===== src/rtl/uart_pkg.sv =====
// Shared definitions for the buffered UART: FSM state encodings, error-flag
// bit positions and the serial line idle level.
package uart_pkg;

  typedef enum logic [2:0] {
    RX_IDLE,
    RX_START,
    RX_DATA,
    RX_PARITY,
    RX_STOP
  } rx_state_e;

  typedef enum logic [2:0] {
    TX_IDLE,
    TX_START,
    TX_DATA,
    TX_PARITY,
    TX_STOP
  } tx_state_e;

  localparam int ERR_FRAME    = 0;
  localparam int ERR_PARITY   = 1;
  localparam int ERR_OVERFLOW = 2;

  localparam logic IDLE_LEVEL = 1'b1;

endpackage


===== src/rtl/uart_fifo.sv =====
// Circular receive buffer. Pointers wrap naturally because DEPTH is a power
// of two; a push is accepted while full only if a pop frees a slot the same cycle.
module uart_fifo #(
  parameter int DATA_W = 8,
  parameter int DEPTH  = 16
) (
  input  logic                      clk,
  input  logic                      reset,
  input  logic                      push_i,
  input  logic [DATA_W-1:0]         wdata_i,
  input  logic                      pop_i,
  output logic [DATA_W-1:0]         rdata_o,
  output logic                      full_o,
  output logic                      empty_o,
  output logic [$clog2(DEPTH):0]    count_o
);
  localparam int AW = $clog2(DEPTH);
  localparam logic [AW:0] FULL_CNT = (AW+1)'(DEPTH);

  logic [DATA_W-1:0] mem_q [DEPTH];
  logic [AW-1:0]     wr_ptr_q;
  logic [AW-1:0]     rd_ptr_q;
  logic [AW:0]       count_q;
  logic              do_push;
  logic              do_pop;

  assign full_o  = (count_q == FULL_CNT);
  assign empty_o = (count_q == '0);
  assign count_o = count_q;
  assign rdata_o = mem_q[rd_ptr_q];
  assign do_pop  = pop_i && !empty_o;
  assign do_push = push_i && (!full_o || do_pop);

  always_ff @(posedge clk) begin
    if (do_push) mem_q[wr_ptr_q] <= wdata_i;
  end

  always_ff @(posedge clk) begin
    if (reset) begin
      wr_ptr_q <= '0;
      rd_ptr_q <= '0;
      count_q  <= '0;
    end else begin
      if (do_push) wr_ptr_q <= wr_ptr_q + 1'b1;
      if (do_pop)  rd_ptr_q <= rd_ptr_q + 1'b1;
      case ({do_push, do_pop})
        2'b10:   count_q <= count_q + 1'b1;
        2'b01:   count_q <= count_q - 1'b1;
        default: count_q <= count_q;
      endcase
    end
  end

endmodule


===== src/rtl/uart_buffered_io.sv =====
// UART receiver feeding a FIFO, plus a transmitter that drains the whole FIFO
// back out on a tx_start rising edge. Sticky error flags cover overflow/parity/frame.
module uart_buffered_io
  import uart_pkg::*;
#(
  parameter int CLKS_PER_BIT = 10,
  parameter int DATA_W       = 8,
  parameter int DEPTH        = 16,
  parameter int PARITY_EN    = 0
) (
  input  logic                   clk,
  input  logic                   reset,
  input  logic                   rx,
  output logic                   tx,
  input  logic                   tx_start,
  input  logic                   err_clr,
  output logic [DATA_W-1:0]      led,
  output logic [$clog2(DEPTH):0] rx_count,
  output logic                   tx_busy,
  output logic [2:0]             err,
  output logic [2:0]             rx_state_o,
  output logic [2:0]             tx_state_o
);
  localparam int CW = $clog2(CLKS_PER_BIT);
  localparam int BW = $clog2(DATA_W);
  localparam logic [CW-1:0] BIT_LAST  = CW'(CLKS_PER_BIT - 1);
  localparam logic [CW-1:0] HALF_LAST = CW'(CLKS_PER_BIT / 2 - 1);
  localparam logic [BW-1:0] DATA_LAST = BW'(DATA_W - 1);

  logic              rx_meta_q, rx_sync_q;
  rx_state_e         rx_state_q;
  logic [CW-1:0]     rx_cnt_q;
  logic [BW-1:0]     rx_bit_q;
  logic [DATA_W-1:0] rx_shift_q;
  logic              rx_par_bad_q, rx_frame_wait_q;
  logic [DATA_W-1:0] led_q;

  tx_state_e         tx_state_q;
  logic [CW-1:0]     tx_cnt_q;
  logic [BW-1:0]     tx_bit_q;
  logic [DATA_W-1:0] tx_shift_q;
  logic              tx_par_q, tx_q, tx_start_q;

  logic [2:0]        err_q, err_d;
  logic              rx_tick, tx_tick, rx_push, tx_pop, tx_start_edge;
  logic              ev_frame, ev_parity, ev_overflow;
  logic              fifo_full, fifo_empty;
  logic [DATA_W-1:0] fifo_rdata;

  assign rx_tick       = (rx_cnt_q == BIT_LAST);
  assign tx_tick       = (tx_cnt_q == BIT_LAST);
  assign tx_start_edge = tx_start && !tx_start_q;
  assign rx_push   = (rx_state_q == RX_STOP) && !rx_frame_wait_q && rx_tick
                   && rx_sync_q && !rx_par_bad_q;
  assign ev_frame  = (rx_state_q == RX_STOP) && !rx_frame_wait_q && rx_tick && !rx_sync_q;
  assign ev_parity = (rx_state_q == RX_PARITY) && rx_tick && (rx_sync_q != ^rx_shift_q);
  assign ev_overflow = rx_push && fifo_full && !tx_pop;
  assign tx_pop = !fifo_empty && (((tx_state_q == TX_IDLE) && tx_start_edge)
                                || ((tx_state_q == TX_STOP) && tx_tick));

  uart_fifo #(.DATA_W(DATA_W), .DEPTH(DEPTH)) u_fifo (
    .clk     (clk),
    .reset   (reset),
    .push_i  (rx_push),
    .wdata_i (rx_shift_q),
    .pop_i   (tx_pop),
    .rdata_o (fifo_rdata),
    .full_o  (fifo_full),
    .empty_o (fifo_empty),
    .count_o (rx_count)
  );

  // Receiver: samples mid-bit, counting from the middle of the start bit.
  always_ff @(posedge clk) begin
    if (reset) begin
      rx_meta_q       <= IDLE_LEVEL;
      rx_sync_q       <= IDLE_LEVEL;
      rx_state_q      <= RX_IDLE;
      rx_cnt_q        <= '0;
      rx_bit_q        <= '0;
      rx_shift_q      <= '0;
      rx_par_bad_q    <= 1'b0;
      rx_frame_wait_q <= 1'b0;
      led_q           <= '0;
    end else begin
      rx_meta_q <= rx;
      rx_sync_q <= rx_meta_q;
      case (rx_state_q)
        RX_IDLE: begin
          rx_cnt_q <= '0;
          if (!rx_sync_q) rx_state_q <= RX_START;
        end
        RX_START: begin
          if (rx_cnt_q == HALF_LAST) begin
            rx_cnt_q     <= '0;
            rx_bit_q     <= '0;
            rx_par_bad_q <= 1'b0;
            rx_state_q   <= rx_sync_q ? RX_IDLE : RX_DATA;
          end else rx_cnt_q <= rx_cnt_q + 1'b1;
        end
        RX_DATA: begin
          if (rx_tick) begin
            rx_cnt_q   <= '0;
            rx_shift_q <= {rx_sync_q, rx_shift_q[DATA_W-1:1]};
            if (rx_bit_q == DATA_LAST) rx_state_q <= (PARITY_EN != 0) ? RX_PARITY : RX_STOP;
            else rx_bit_q <= rx_bit_q + 1'b1;
          end else rx_cnt_q <= rx_cnt_q + 1'b1;
        end
        RX_PARITY: begin
          if (rx_tick) begin
            rx_cnt_q     <= '0;
            rx_par_bad_q <= ev_parity;
            rx_state_q   <= RX_STOP;
          end else rx_cnt_q <= rx_cnt_q + 1'b1;
        end
        RX_STOP: begin
          if (rx_frame_wait_q) begin
            if (rx_sync_q) begin
              rx_frame_wait_q <= 1'b0;
              rx_state_q      <= RX_IDLE;
            end
          end else if (rx_tick) begin
            rx_cnt_q <= '0;
            if (rx_sync_q) begin
              rx_state_q <= RX_IDLE;
              if (!rx_par_bad_q) led_q <= rx_shift_q;
            end else rx_frame_wait_q <= 1'b1;
          end else rx_cnt_q <= rx_cnt_q + 1'b1;
        end
        default: rx_state_q <= RX_IDLE;
      endcase
    end
  end

  // Transmitter: loads a new word straight out of STOP while the FIFO has data.
  always_ff @(posedge clk) begin
    if (reset) begin
      tx_start_q <= 1'b0;
      tx_state_q <= TX_IDLE;
      tx_cnt_q   <= '0;
      tx_bit_q   <= '0;
      tx_shift_q <= '0;
      tx_par_q   <= 1'b0;
      tx_q       <= IDLE_LEVEL;
    end else begin
      tx_start_q <= tx_start;
      case (tx_state_q)
        TX_IDLE: begin
          tx_cnt_q <= '0;
          tx_q     <= IDLE_LEVEL;
          if (tx_pop) begin
            tx_state_q <= TX_START;
            tx_q       <= 1'b0;
            tx_shift_q <= fifo_rdata;
            tx_par_q   <= ^fifo_rdata;
          end
        end
        TX_START: begin
          if (tx_tick) begin
            tx_cnt_q   <= '0;
            tx_bit_q   <= '0;
            tx_q       <= tx_shift_q[0];
            tx_state_q <= TX_DATA;
          end else tx_cnt_q <= tx_cnt_q + 1'b1;
        end
        TX_DATA: begin
          if (tx_tick) begin
            tx_cnt_q <= '0;
            if (tx_bit_q == DATA_LAST) begin
              tx_state_q <= (PARITY_EN != 0) ? TX_PARITY : TX_STOP;
              tx_q       <= (PARITY_EN != 0) ? tx_par_q : IDLE_LEVEL;
            end else begin
              tx_bit_q   <= tx_bit_q + 1'b1;
              tx_shift_q <= tx_shift_q >> 1;
              tx_q       <= tx_shift_q[1];
            end
          end else tx_cnt_q <= tx_cnt_q + 1'b1;
        end
        TX_PARITY: begin
          if (tx_tick) begin
            tx_cnt_q   <= '0;
            tx_q       <= IDLE_LEVEL;
            tx_state_q <= TX_STOP;
          end else tx_cnt_q <= tx_cnt_q + 1'b1;
        end
        TX_STOP: begin
          if (tx_tick) begin
            tx_cnt_q <= '0;
            if (tx_pop) begin
              tx_state_q <= TX_START;
              tx_q       <= 1'b0;
              tx_shift_q <= fifo_rdata;
              tx_par_q   <= ^fifo_rdata;
            end else begin
              tx_state_q <= TX_IDLE;
              tx_q       <= IDLE_LEVEL;
            end
          end else tx_cnt_q <= tx_cnt_q + 1'b1;
        end
        default: tx_state_q <= TX_IDLE;
      endcase
    end
  end

  // Set events win over a same-cycle clear.
  always_comb begin
    err_d = err_clr ? 3'b000 : err_q;
    if (ev_overflow) err_d[ERR_OVERFLOW] = 1'b1;
    if (ev_parity)   err_d[ERR_PARITY]   = 1'b1;
    if (ev_frame)    err_d[ERR_FRAME]    = 1'b1;
  end

  always_ff @(posedge clk) begin
    if (reset) err_q <= '0;
    else       err_q <= err_d;
  end

  assign tx         = tx_q;
  assign led        = led_q;
  assign tx_busy    = (tx_state_q != TX_IDLE);
  assign err        = err_q;
  assign rx_state_o = rx_state_q;
  assign tx_state_o = tx_state_q;

endmodule

===== config.mk =====
export PLATFORM = sky130hd
export DESIGN_NAME = uart_buffered_io
export DESIGN_NICKNAME = d
export VERILOG_FILES = /design/src/rtl/uart_pkg.sv /design/src/rtl/uart_fifo.sv /design/src/rtl/uart_buffered_io.sv
export SDC_FILE = /design/constraint.sdc
export NUM_CORES = 1
export LEC_CHECK = 0
export CAP_MARGIN = 15
export CORE_AREA = 5 5 126 128
export CTS_CLUSTER_SIZE = 16
export DETAILED_ROUTE_END_ITERATION = 8
export DIE_AREA = 0 0 131 133
export HOLD_SLACK_MARGIN = 0.1
export PLACE_DENSITY = 0.73
export SLEW_MARGIN = 0
export SYNTH_ARGS = -nofsm -noshare
export SYNTH_HDL_FRONTEND = slang
export SYNTH_SLANG_ARGS = --single-unit

===== constraint.sdc =====
create_clock -name clk -period 4.3 [get_ports clk]
set_input_delay 0.43 -clock clk [delete_from_list [all_inputs] [get_ports clk]]
set_output_delay 0.43 -clock clk [all_outputs]
set_load 0.05 [all_outputs]

; Yosys cells after proc, flatten, opt, wreduce, memory -nomap -nowiden
; Memories as Yosys holds them, arrays and structs flattened. A register that Yosys moved wholly into a read port is not among the register bits.
; Cells that the tools add are included.
[classes]
add_sub_neg = 8
eq_ne = 32
n_mux = 59
n_bitwise = 2
n_reduce_logical = 52
[ops]
columns = cell, n
row1 = $mux 3, 21
row2 = $mux 8, 4
row3 = $pmux 3 s5, 2
row4 = $ne 2x2->1 const B, 14
row5 = $mux 4, 6
row6 = $pmux 8 s3, 1
row7 = $mux 1, 17
row8 = $add 4x1->4 const B, 4
row9 = $pmux 4 s4, 1
row10 = $reduce_bool 2->1, 8
row11 = $logic_and 1x1->1, 15
row12 = $eq 3x2->1 const B, 4
row13 = $eq 3x3->1 const B, 4
row14 = $pmux 3 s2, 2
row15 = $reduce_and 4->1, 3
row16 = $reduce_and 6->1, 2
row17 = $pmux 5 s2, 1
row18 = $reduce_and 5->1, 2
row19 = $eq 4x4->1 const B, 2
row20 = $pmux 4 s2, 1
row21 = $reduce_xor 8->1, 1
row22 = $logic_not 1->1, 7
row23 = $add 3x1->3 const B, 2
row24 = $eq 3x1->1 const B, 2
row25 = other kinds (22), 27
[word_totals]
register_bits = 66
ram_bits = 128
input_bits = 5
wordCells = 175
n_memories = 1
[mem_list]
columns = name, depth, word_bits, read_ports, rd_clocked_by_memory_dff, write_ports, line
row1 = u_fifo.mem_q, 16, 8, 1, 1, 1, uart_fifo.sv:20  ; logic [DATA_W-1:0] mem_q [DEPTH];

; Longest topological paths before layout
[depth]
word_depth = 10
mapped_depth = 14
mapped_depth_nobuf = 13

; By module
; A second synthesis with hierarchy kept.
[unflattened]
hier_cells = 614
hier_area_um2 = 8403.1
[by_module_without_submodules]
columns = module, n_inst, cells_each, area_each_um2, seq_area_each_um2
row1 = uart_fifo, 1, 315, 5821.8, 4184.0
row2 = uart_buffered_io, 1, 299, 2581.2, 1061.0

; Worst setup path before layout
; No wires, ideal clock.
[synth_timing]
kind = register to register
start = reg tx_state_q[2], in the netlist tx_state_o[2]
end = reg u_fifo.count_q[3], in the netlist u_fifo.count_o[3]
setup_time_ps = 134
arrival_ps = 3308
setup_slack_ps = 858
path_stages_with_launch = 15
cell_sequence = dfxtp_1 > buf_6 > or3_1 > buf_2 > o32a_4 > nor2_4 > buf_6 > nand2_1 > inv_1 > ha_1 > a21o_1 > a21oi_1 > xor2_1 > nor4_1 > or4_1
[synth_via]
elab_chain_len = 9
elab_cells_between_ends = 13
[synth_rtl]
columns = item, line
row1 = "start, declared", uart_buffered_io.sv:38  ; tx_state_e tx_state_q;
row2 = "start signal, assigned", uart_buffered_io.sv:170  ; tx_state_q <= (PARITY_EN != 0) ? TX_PARITY : TX_STOP;
row3 = $eq 3x3->1 or $logic_not 3->1 (tied branches), "uart_buffered_io.sv:59, uart_buffered_io.sv:58"
row4 = "$logic_and 1x1->1, on equally long branches", "uart_buffered_io.sv:59, uart_buffered_io.sv:58"
row5 = $logic_or 1x1->1 *, uart_buffered_io.sv:59  ; || ((tx_state_q == TX_STOP) && tx_tick));
row6 = $logic_and 1x1->1 *, uart_buffered_io.sv:58  ; assign tx_pop = !fifo_empty && (((tx_state_q == TX_IDLE) && tx_start_edge)
row7 = $logic_and 1x1->1 *, uart_fifo.sv:31  ; assign do_pop = pop_i && !empty_o;
row8 = $logic_or 1x1->1, uart_fifo.sv:32  ; assign do_push = push_i && (!full_o || do_pop);
row9 = $logic_and 1x1->1, uart_fifo.sv:32
row10 = $eq 2x1->1 or $eq 2x2->1 (tied branches), uart_fifo.sv:46  ; case ({do_push, do_pop})
row11 = $pmux 5 s2 or $reduce_bool 2->1 (tied branches), n/a
row12 = "end signal, assigned", uart_fifo.sv:47  ; 2'b10: count_q <= count_q + 1'b1;
row13 = "end signal, assigned", uart_fifo.sv:48  ; 2'b01: count_q <= count_q - 1'b1;
row14 = "end signal, assigned", uart_fifo.sv:49  ; default: count_q <= count_q;
row15 = "end, declared", uart_fifo.sv:23  ; logic [AW:0] count_q;
; Every way passes the cells marked *; elsewhere a longest branch is shown, timed or not.
; A chain may end at the register's enable or synchronous reset.

; Worst setup path after layout
; Same ends and word-level chain as after synthesis.

==> metrics <==
Top Metal Used met4; pwr dens slightly above 400 nW/um^2; met3 WL about 980 um; clk_lat worst skew 430 ps; Setup Fix Bufs, Post-CTS 0; diode count 0; Starting DRT DRC Count 393; R2R Path End u_fifo.count_o[3]$_SDFFE_PP0P_; fin crit share 0.8419; I/O Buffers 28; startpoint types register; Compound-Gate Fraction of Synth Area 0.1066; Post-synth EDFFs approximately 130; syn avg cell area about 12 um^2; Ys Warns 0; setup TNS 0 ps; die area 17420 um^2; layout cells sized above 1 0.1069; Num CTS Buffers 17; Req. time, crit path ~4600 ps; wire per inst between 15 and 20 um; TritonCTS clock tree done; commonest non-fill, non-tap cell in the layout edfxtp_1; sequential share of the synthesized area 0.6112; Worst R2R Start tx_state_o[2]$_SDFFE_PP0P_; num ports 29; height of the die roughly 130 um; Layout area overhead 11.02%; grt ovf 0; clock root cell clkbuf_16; final setup violation count 0; Mapped Area between 8000 and 9000 um^2; FF-to-FF setup slack 680 ps; core box area 14750 um^2; CP cell instances or3b_2, o32a_4, nor2_4, nand2_1, inv_1, ha_1, a21o_1, a21oi_1, xor2_1, nor4_1, or4_1; cts hold-fix bufs 0; Hold Fails Final Rpt 0; first-pass GRT wire length 29330 um; most frequent cells in the layout 128 x edfxtp_1, 69 x dfxtp_1, 50 x nand2_1; total global-route track usage 0.2179; drt total wl ~18000 um; Crit Path Max Fanout 20; Async SR Flop Fraction 0; H-Tree Depth 4; multiplexer share of the synthesized area 0.08062; Worst path slowest cell dfxtp_1; Clock transition at path regs approximately 70 ps; Fmax about 280 MHz; pre-CTS worst setup slack about 730 ps; MaxCap Viol Count 0; Most used DFF post-synth edfxtp_1; Tmin final 3620 ps; # resized after CTS 0; via count around 5600; Rows 45; endpoint class of the critical path register; Rel. slew slack 0.3492; routed length on met2 roughly 8900 um; crit path DAT roughly 3900 ps; xor and xnor area share after synthesis 0.01793; Yosys cell types just under 60; antenna viol nets, final 0; final net count 730; DR vias/cell about 6.2; critical path class reg -> reg; gate count of the mapped netlist around 690; R2R depth 11; RSZ-0062 raised after global routing no; Worst Clk Skew roughly 10 ps; starting density of the core 0.5818; min-delay src rx_meta_q$_SDFF_PP1_; Synth Area in Simple Gates 0.1293; Slew Limit Fails 0; synthesized flop and latch total slightly below 200; DPL Wire Length around 12000 um; synth top area cells edfxtp_1 45%, dfxtp_1 16%, mux2i_1 3.7%; final setup margin around 700 ps; initial antenna violation count 0; share of the synthesized area in the top cell type 0.4479; worst setup path end u_fifo.count_o[3]$_SDFFE_PP0P_; Worst Max-Slew Pin Slew between 900 and 1000 ps; Critical path origin tx_state_o[2]$_SDFFE_PP0P_; largest family of logic cells by synthesized area simple AND/OR/NAND/NOR gates; status finished, final reports clean; leakage about 3.2 nW; Synth Area in Adders 0.02712; worst min path class reg -> reg; M1 wire length just under 8000 um; die width between 100 and 150 um; number of global-route vias before repair roughly 5500; global placer's final weighted congestion 0.8413; DRC Markers 0; Yosys top cell by area edfxtp_1; maximum vdd ir drop 0.0002657 V; Post-Syn Nets roughly 720; CTS sink cnt approximately 200; DR pass1 iterations 5; Max stage delay on crit path 700 ps; largest net degree at the start of global routing 39; Bufs on Longest Clock Path 2
==> sequential cells by signal (all words and copies together) (netlist names), 4 cells and up, named ones only <==
name and cells:
rx_shift_q 8, led 8, u_fifo.wr_ptr_q 4, tx_cnt_q 4
tx_shift_q 8, u_fifo.mem_q 128, u_fifo.count_o 5, rx_cnt_q 4
u_fifo.rd_ptr_q 4
==> worst min-delay path by stage <==
stage                                 to  slack [ps]  depth (start not counted)
floorplan           rx_sync_q$_SDFF_PP1_         390                          1
global placement    rx_sync_q$_SDFF_PP1_         400                          1
detailed placement  rx_sync_q$_SDFF_PP1_         400                          1
CTS                 rx_sync_q$_SDFF_PP1_         420                          1
global route        rx_sync_q$_SDFF_PP1_         430                          1
finish              rx_sync_q$_SDFF_PP1_         420                          1
==> synth_stat cells, types with 2 or more instances <==
master and n:
a211o_1 3, a211oi_1 5, a21o_1 3, a21oi_1 40, a22oi_1 19, a311oi_1 8
a31oi_1 8, a32oi_1 2, and3_1 18, and3b_1 2, buf_2 10, buf_6 2
clkbuf_1 27, dfxtp_1 70, edfxtp_1 128, ha_1 17, inv_1 13, mux2_2 17
mux2i_1 32, mux4_2 8, nand2_1 50, nand2b_1 9, nand3_1 26, nand3b_1 4
nand4_1 8, nor2_1 49, nor2b_1 10, nor3_1 11, nor3b_1 2, nor4_1 6
nor4b_1 4, o211ai_1 10, o21ai_0 18, o22ai_1 7, o32a_1 2, or2_2 3
or3_1 3, or4_1 6, xnor2_1 7, xor2_1 8
==> stage by stage <==
step | power [W] | util | hold slack (ps) | instance area (um^2) | instances
after CTS | 0.003864 | 0.6459 | 419.9 | 9528 | 908
after global routing | 0.003979 | 0.6459 | 432.7 | 9528 | 908
final | 0.003844 | 0.6459 | 416.7 | 9528 | 908
after floorplan | 0.002303 | - | 389.5 | 8582 | 694
after global placement | 0.002358 | 0.6075 | 400.1 | 8961 | 876
after detailed placement | 0.002369 | 0.6075 | 404.5 | 8961 | 876
==> area by class of cell <==
type | instances | area [um^2]
Inverter | 13 | 48.80
Fill cell | 1123 | 5224
Clock buffer | 18 | 439.2
Tap cell | 188 | 235.2
Sequential cell | 198 | 5246
Clock inverter | 14 | 127.6
Timing Repair Buffer | 35 | 327.8
Multi-Input combinational cell | 442 | 3103
==> power by group <==
| group | switching [W] | internal (W) |
|---|---|---|
| clock network | 0.000695 | 0.000818 |
| logic | 0.000167 | 0.000100 |
| registers | 0.0000404 | 0.00202 |
| total | 0.000903 | 0.00294 |
==> per-layer routing <==
layer	vias to the layer above	global-route usage
met5	-	0
met4	0	0.08229
met3	37	0.03997
li1	2646	-
met1	2766	0.3030
met2	156	0.3411
==> kinds of logic (layout without fill, tap and decap cells) <==
family / count (synthesis) / count (layout)
xor+xnor: 16 / 16
flops: 198 / 198
buf+inv: 54 / 80
mux: 57 / 57
compound gates: 134 / 134
simple gates: 217 / 217
fa+ha+maj: 18 / 18
==> worst max-delay path: cells and delay by family (launching register included) <==
kind            cells  cell delay (ps)
compound gates      3              620
fa+ha+maj           1              240
flops               1              700
xor+xnor            1              210
simple gates        5             1600
buf+inv             1              130
No activity file was read; power rests on OpenSTA's default activity.
